`src/rtl/addsub_pkg.sv`:
```
// Shared definitions for the pipelined adder/subtractor: operation codes,
// the one-bit full-adder cell and the parameter legality check.
package addsub_pkg;

  localparam logic OP_ADD = 1'b0;
  localparam logic OP_SUB = 1'b1;

  // One-bit full adder: returns {carry_out, sum}.
  function automatic logic [1:0] full_add(input logic a, input logic b, input logic ci);
    return {(a & b) | (a & ci) | (b & ci), a ^ b ^ ci};
  endfunction

  // The carry chain is cut into equal segments, so WIDTH must divide evenly.
  function automatic bit params_legal(input int width, input int stages);
    return (stages >= 1) && (stages <= width) && ((width % stages) == 0);
  endfunction

endpackage

```
`src/rtl/pipe_adder_segment.sv`:
```
// Combinational SEG-bit ripple-carry segment built from the full-adder cell.
// Also exposes the carry into its MSB so the top segment can form overflow.
module pipe_adder_segment
  import addsub_pkg::*;
#(
  parameter int SEG = 4
) (
  input  logic [SEG-1:0] a,
  input  logic [SEG-1:0] b,
  input  logic           cin,
  output logic [SEG-1:0] sum,
  output logic           cout,
  output logic           cmsb
);

  logic [SEG:0] c;

  // Ripple the carry through the segment one bit at a time.
  always_comb begin
    c    = '0;
    sum  = '0;
    c[0] = cin;
    for (int i = 0; i < SEG; i++) begin
      {c[i+1], sum[i]} = full_add(a[i], b[i], c[i]);
    end
  end

  assign cout = c[SEG];
  assign cmsb = c[SEG-1];

endmodule

```
`src/rtl/pipelined_addsub.sv`:
```
// Pipelined N-bit adder/subtractor. The carry chain is split into STAGES
// segments with a register between them; unconsumed operand bits travel
// forward with the carry and finished sum bits accumulate, so the output
// presents one complete operation per beat. A single global advance
// signal gives full backpressure: the whole pipe moves or holds together.
module pipelined_addsub
  import addsub_pkg::*;
#(
  parameter int WIDTH  = 16,
  parameter int STAGES = 4
) (
  input  logic             clk,
  input  logic             rst_n,
  input  logic             in_valid,
  output logic             in_ready,
  input  logic [WIDTH-1:0] in_a,
  input  logic [WIDTH-1:0] in_b,
  input  logic             in_op,
  output logic             out_valid,
  input  logic             out_ready,
  output logic [WIDTH-1:0] out_sum,
  output logic             out_cout,
  output logic             out_ovf
);

  localparam int SEG   = WIDTH / STAGES;
  localparam bit LEGAL = params_legal(WIDTH, STAGES);

  if (!LEGAL) begin : g_bad_params
    $error("pipelined_addsub: WIDTH must be a non-zero multiple of STAGES");
  end

  logic              adv;
  logic [STAGES-1:0] vld_p;
  logic [WIDTH-1:0]  sum_p;
  logic              cout_p;
  logic              ovf_p;

  // The pipe may move whenever the output slot is empty or being drained.
  assign adv       = !vld_p[STAGES-1] | out_ready;
  assign in_ready  = adv;
  assign out_valid = vld_p[STAGES-1];
  assign out_sum   = sum_p;
  assign out_cout  = cout_p;
  assign out_ovf   = ovf_p;

  // Valid bits shift with the data; bubbles move only on advance.
  always_ff @(posedge clk or negedge rst_n) begin
    if (!rst_n) begin
      vld_p <= '0;
    end else if (adv) begin
      vld_p[0] <= in_valid;
      for (int i = 1; i < STAGES; i++) begin
        vld_p[i] <= vld_p[i-1];
      end
    end
  end

  for (genvar k = 0; k < STAGES; k++) begin : g_st
    // Operand bits still to be consumed at this stage, current segment at the bottom.
    localparam int RW = WIDTH - k * SEG;

    logic [RW-1:0]          a_in;
    logic [RW-1:0]          b_in;
    logic                   c_in;
    logic [SEG-1:0]         seg_s;
    logic                   seg_co;
    logic [(k+1)*SEG-1:0]   s_acc;

    if (k == 0) begin : g_src
      // Subtraction is A + ~B + 1: invert B and inject the carry at bit 0.
      assign a_in  = in_a;
      assign b_in  = (in_op == OP_SUB) ? ~in_b : in_b;
      assign c_in  = (in_op == OP_SUB);
      assign s_acc = seg_s;
    end else begin : g_src
      assign a_in  = g_st[k-1].g_mid.a_p;
      assign b_in  = g_st[k-1].g_mid.b_p;
      assign c_in  = g_st[k-1].g_mid.cy_p;
      assign s_acc = {seg_s, g_st[k-1].g_mid.s_p};
    end

    if (k == STAGES - 1) begin : g_last
      logic seg_cm;

      pipe_adder_segment #(.SEG(SEG)) u_seg (
        .a    (a_in[SEG-1:0]),
        .b    (b_in[SEG-1:0]),
        .cin  (c_in),
        .sum  (seg_s),
        .cout (seg_co),
        .cmsb (seg_cm)
      );

      // Final stage: complete result, carry out and signed overflow.
      always_ff @(posedge clk or negedge rst_n) begin
        if (!rst_n) begin
          sum_p  <= '0;
          cout_p <= 1'b0;
          ovf_p  <= 1'b0;
        end else if (adv) begin
          sum_p  <= s_acc;
          cout_p <= seg_co;
          ovf_p  <= seg_co ^ seg_cm;
        end
      end
    end else begin : g_mid
      logic                 cmsb_unused;
      logic [RW-SEG-1:0]    a_p;
      logic [RW-SEG-1:0]    b_p;
      logic                 cy_p;
      logic [(k+1)*SEG-1:0] s_p;

      pipe_adder_segment #(.SEG(SEG)) u_seg (
        .a    (a_in[SEG-1:0]),
        .b    (b_in[SEG-1:0]),
        .cin  (c_in),
        .sum  (seg_s),
        .cout (seg_co),
        .cmsb (cmsb_unused)
      );

      // Stage boundary: forward remaining operands, segment carry and partial sum.
      always_ff @(posedge clk) begin
        if (adv) begin
          a_p  <= a_in[RW-1:SEG];
          b_p  <= b_in[RW-1:SEG];
          cy_p <= seg_co;
          s_p  <= s_acc;
        end
      end
    end
  end

endmodule

```
`config.mk`:
```
export PLATFORM = sky130hd
export DESIGN_NAME = pipelined_addsub
export DESIGN_NICKNAME = d
export VERILOG_FILES = /design/src/rtl/addsub_pkg.sv /design/src/rtl/pipe_adder_segment.sv /design/src/rtl/pipelined_addsub.sv
export SDC_FILE = /design/constraint.sdc
export NUM_CORES = 1
export LEC_CHECK = 0
export CAP_MARGIN = 0
export CORE_MARGIN = 4
export CORE_UTILIZATION = 40
export CTS_CLUSTER_SIZE = 28
export DETAILED_ROUTE_END_ITERATION = 7
export HOLD_SLACK_MARGIN = 0.05
export MAX_ROUTING_LAYER = met4
export PLACE_DENSITY = 0.58
export SYNTH_ARGS = -nofsm -noshare
export SYNTH_HDL_FRONTEND = slang
export SYNTH_SLANG_ARGS = --single-unit
```
`constraint.sdc`:
```
create_clock -name clk -period 2.35 [get_ports clk]
set_input_delay 0.47 -clock clk [delete_from_list [all_inputs] [get_ports clk]]
set_output_delay 0.47 -clock clk [all_outputs]
set_load 0.01 [all_outputs]
```
# Yosys cells after proc, flatten, opt, wreduce, memory -nomap -nowiden
# Index checks and enable logic that the tools add are counted.
totals:
  reg_bits: 97
  input_bits: 37
  out_inout_bits: 20
  word_cells: 133
classes:
  mux: 1
  bitwise: 115
  reduce_logical: 1
op_table:
  columns: ["cell", "n"]
  rows:
  - ["$and 1x1->1", 48]
  - ["$or 1x1->1", 33]
  - ["$xor 1x1->1", 33]
  - ["$mux 16", 1]
  - ["$not 16->16", 1]
  - ["$logic_not 1->1", 1]

# Logic depth before layout (Yosys ltp)
depth:
  word_depth: 14
  mapped_depth: 9
  ltp_nobuf: 9

# Modules after synthesis
# From an unflattened synthesis, not the netlist that was laid out.
unflattened:
  cells_unflattened: 198
  hier_area_um2: 3809.9
modules_own_cells:
  columns: ["mod", "instances", "cells_each", "area_each_um2", "seq_area_each_um2"]
  rows:
  - ["pipelined_addsub", 1, 142, 3339.5, 2802.7]
  - ["pipe_adder_segment", 4, 14, 117.6, 0.0]

# Least setup slack after synthesis
# No wires, ideal clock.
synth_timing:
  path_type: "input -> register"
  start: "input port in_op"
  end: "register g_st[0].g_mid.s_p[3], data pin"
  setup_time_ns: 0.269
  arrival_time_ns: 2.064
  required_time_ns: 2.081
  slack_ns: 0.016
  cell_stages: 8
  n_path_buf: 2
  path_cell_list: "buf_2 > buf_4 > xor2_1 > fa_1 > inv_1 > fa_1 > inv_1 > fa_1"
synth_between:
  elab_chain_len: 11
  elab_cells_between_ends: 18
  cone_classes: "mux (1); bitwise (17)"
synth_rtl:
  columns: ["element", "line", "rtl"]
  rows:
  - ["start: declaration", "pipelined_addsub.sv:18", "input logic in_op,"]
  - ["$mux 16", "pipelined_addsub.sv:73", "assign b_in = (in_op == OP_SUB) ? ~in_b : in_b;"]
  - ["$and 1x1->1", "addsub_pkg.sv:10", "return {(a & b) | (a & ci) | (b & ci), a ^ b ^ ci};"]
  - ["$or 1x1->1 (2 in a row)", "addsub_pkg.sv:10", null]
  - ["$and 1x1->1", "addsub_pkg.sv:10", null]
  - ["$or 1x1->1 (2 in a row)", "addsub_pkg.sv:10", null]
  - ["$and 1x1->1", "addsub_pkg.sv:10", null]
  - ["$or 1x1->1 (2 in a row)", "addsub_pkg.sv:10", null]
  - ["$xor 1x1->1 *", "addsub_pkg.sv:10", null]
  - ["via g_st[0].g_mid.u_seg.sum[3]", "pipe_adder_segment.sv:11", "output logic [SEG-1:0] sum,"]
  - ["end signal: assignment", "pipelined_addsub.sv:129", "s_p <= s_acc;"]
  - ["end: declaration", "pipelined_addsub.sv:112", "logic [(k+1)*SEG-1:0] s_p;"]
# Mark *: on every way through the listed nets, which the timed path passes. The rest lies on a longest branch.
# A chain may end at the register's enable or synchronous reset.

# Final worst setup path
layout_timing:
  start: "input port in_b[0]"
  end: "register g_st[0].g_mid.s_p[3], data pin"
layout_between:
  elab_chain_len: 12
  elab_cells_between_ends: 15
  cone_classes: "mux (1); bitwise (14)"
layout_rtl:
  columns: ["element", "line", "rtl"]
  rows:
  - ["start: declaration", "pipelined_addsub.sv:17", "input logic [WIDTH-1:0] in_b,"]
  - ["$not 16->16", "pipelined_addsub.sv:73", null]
  - ["$mux 16 *", "pipelined_addsub.sv:73", null]
  - ["$and 1x1->1", "addsub_pkg.sv:10", null]
  - ["$or 1x1->1", "addsub_pkg.sv:10", null]
  - ["$or 1x1->1 *", "addsub_pkg.sv:10", null]
  - ["$and 1x1->1", "addsub_pkg.sv:10", null]
  - ["$or 1x1->1", "addsub_pkg.sv:10", null]
  - ["$or 1x1->1 *", "addsub_pkg.sv:10", null]
  - ["$and 1x1->1", "addsub_pkg.sv:10", null]
  - ["$or 1x1->1", "addsub_pkg.sv:10", null]
  - ["$or 1x1->1 *", "addsub_pkg.sv:10", null]
  - ["$xor 1x1->1 *", "addsub_pkg.sv:10", null]
  - ["via g_st[0].g_mid.u_seg.sum[3]", "pipe_adder_segment.sv:11", null]
# Marks and branches as above.

==> qor.txt <==
Peak VDD IR -> 0.000436 V
CP arrival -> 2.35 ns
worst min-delay path startpoint -> g_st[0].g_mid.a_p[5]
pre-CTS setup slack -> -0.289 ns
initial core utilization -> 40.8%
die width -> 105 µm
cell family with most CP delay -> adder cells
IO buf count -> 56
CP startpoint kind -> input pin
global-route wire length before repair -> 8.04 mm
minimum clock period after layout -> 2.26 ns
CTS tree -> done
largest net degree at the start of global routing -> 76
Std-Cell Rows -> 35
Post-Syn Area -> 3750 µm²
worst setup path startpoint -> in_b[0]
number of DRC markers after the initial detailed-route iteration -> 41
required time of the critical path -> 2.44 ns
FF+latch area -> 2800 µm²
Slew @ Worst Pin -> 0.416 ns
Syn Inst Count -> 192
post-synth net total -> 244
WL/cell -> 13.0 µm
die height -> 105 µm
Clock Tree Root -> clkbuf_8
setup slack after layout -> 0.0869 ns
post-route clock period utilization -> 96.3%
status -> finished clean
clock buffer depth -> 2
CTS Sinks -> 97
Final setup viols -> 0
num ports -> 57
sw frac -> 25.8%
Hold EP -> g_st[1].g_mid.a_p[1]
reg2reg start -> g_st[2].g_mid.a_p[0]
die area -> 11000 µm²
area of the multi-input gates -> 782 µm²
initial antenna violation count -> 0
setup tns final -> 0 ns
CP cell instances -> clkdlybuf4s50_1, mux2_2, fa_1, inv_1, fa_1, inv_1, fa_1
Fin. Hold Viols -> 0
worst path bufs/invs -> 3
Total Routing Usage GR -> 9.87%
Max-slew headroom -> 72.3%
post-synthesis cell type count -> 16
via count -> 1594
clock share of power -> 19.1%
Max Clock Freq -> 0.442 GHz
DRC violations left -> 0
Hold WC Path Type -> flop to flop
Max-Cap Viols -> 0
vias in the first global route -> 1669
Synth Register Bits -> 97
Ant. Diodes -> 0
RD Place Congestion -> 0.662
Nets -> 314
GR Overflow Total -> 0
crit path kind -> input pin to flop
CP max-delay cell -> clkdlybuf4s50_1
Antenna Violating Nets Remaining -> 0
# fillers -> 780
Yosys Warn Count -> 0
r2r setup slk -> 0.14 ns
Avg Inst Size Synth -> 19.5 µm²
RSZ-0062 raised after global routing -> false
register area share after synthesis -> 74.7%
endpoint class of the critical path -> flop
core area -> 9200 µm²
Combinational Power Share -> 27.4%
Leak -> 1.86 nW
clock-pin slew on the worst setup and hold paths -> 0.09 ns
Net Sw Power -> 0.00137 W
worst-path maximum fanout -> 2
# Post-CTS Setup Buffers -> 0
routed wire length -> 4.91 mm
Slew Limit Fails -> 0
htree depth -> 3
TritonCTS Buffers -> 9
1st-pass router iterations -> 3
CP dominant cell by count -> fa_1
post-DP HPWL -> 3.24 mm
worst skew pair latency -> 0.35 ns
Layout Area Growth over Synthesis -> 24.2%
Flop pwr share -> 53.5%
hold buffers post-CTS -> 0
Via density -> 4.23
Cell Pwr Density -> 1140 nW/µm²
Hold Crit Depth -> 0
Reg2Reg Depth -> 9
max incr delay on CP -> 0.48 ns
final clock skew -> 0.0102 ns
share of layout cells above drive strength 1 -> 16.2%
reg2reg end -> out_ovf
internal power component -> 0.00394 W
[what timing repair did]
action	4_1_cts	5_1_grt
hold endpoints to repair	0	0
gates resized for setup	0	2
endpoints found under the setup margin	0	1
[worst reg2reg max path, delay by kind of cell (launching register included)]
kind	cells	cell delay (ns)
XOR/XNOR	1	0.15
adder cells (fa/ha/maj)	4	1.19
buffers and inverters	3	0.19
flip-flops	1	0.33
multiplexers	1	0.26
[placed cells by master (no fill, tap or decap), drive strengths merged]
cell           netlist  routed
edfxtp              75      75
clkdlybuf4s50        0      56
inv                 31      31
dfrtp               22      22
mux2                19      19
xor2                15      15
fa                  15      15
clkbuf               0      10
buf                  5       8
nor3b                3       3
a21oi                3       3
xnor2                2       2
clkinvlp             0       2
nand2b               2       2
clkinv               0       2
bufinv               0       1
[flip-flops by register name, summed over array words and instances (netlist names)]
signal and cells:
g_st.g_mid.s_p 24, vld_p 4, out_ovf 1, out_cout 1, out_sum 16, g_st.g_mid.a_p 24, g_st.g_mid.b_p 24, g_st.g_mid.cy_p 3
[power by group through the flow]
stage                     clock, W  combinational (W)  sequential, W
after floorplan                  0           0.000798        0.00291
after global placement           0            0.00144        0.00288
after detailed placement         0            0.00148        0.00289
after CTS                  0.00106            0.00149        0.00286
after global routing       0.00113            0.00161        0.00292
final                      0.00102            0.00146        0.00284
[kinds of logic after synthesis]
logic type	synth area share (%)
compound gates	0.400
xor+xnor	3.97
fa+ha+maj	8.01
buf+inv	4.57
flops	74.7
mux	7.20
simple gates	1.13
[metrics by stage]
step / util (%) / cell area (µm²) / hold slack [ns] / total power [W] / instances
after floorplan: - / 3750 / 0.174 / 0.00371 / 192
after global placement: 48.6 / 4470 / 0.401 / 0.00432 / 362
final: 50.7 / 4660 / 0.416 / 0.00531 / 377
after detailed placement: 48.6 / 4470 / 0.405 / 0.00437 / 362
after global routing: 50.7 / 4660 / 0.431 / 0.00566 / 377
after CTS: 50.6 / 4650 / 0.412 / 0.00540 / 377
[Yosys cell counts]
cell / n / area (µm²)
xnor2_1: 2 / 17.5
mux2_4: 15 / 225
mux2_2: 4 / 45.0
buf_6: 2 / 22.5
dfrtp_1: 22 / 551
fa_1: 15 / 300
buf_12: 1 / 20.0
inv_1: 31 / 116
a21oi_1: 3 / 15.0
edfxtp_1: 75 / 2250
buf_2: 1 / 5.00
xor2_1: 15 / 131
nand2b_4: 1 / 13.8
buf_4: 1 / 7.51
nor3b_1: 3 / 22.5
nand2b_1: 1 / 6.26
[final cells by class]
| class | count | share of cell area, % |
|---|---|---|
| sequential | 97 | 60.2 |
| multi-input combinational | 59 | 16.8 |
| timing repair buffer | 64 | 13.6 |
| tap | 111 | 2.98 |
| clock buffer | 10 | 2.74 |
| inverter | 31 | 2.50 |
| clock inverter | 5 | 1.24 |
[how the worst max path moves through the flow]
stage,to,cells past startpoint
CTS,out_ovf,9
global route,out_ovf,9
finish,g_st[0].g_mid.s_p[3],7
detailed placement,g_st[0].g_mid.s_p[3],7
floorplan,g_st[0].g_mid.s_p[3],8
global placement,g_st[0].g_mid.s_p[3],7
[layer usage]
layer / GRT usage, % / part of all wire [%] / up-vias
met3: 2.59 / 5.3 / 10
met2: 14.2 / 46 / 45
met1: 12.5 / 47 / 753
met5: - / 0 / -
li1: - / - / 786
met4: 6.19 / 1.6 / 0
Power figures use the tool's default switching activity.
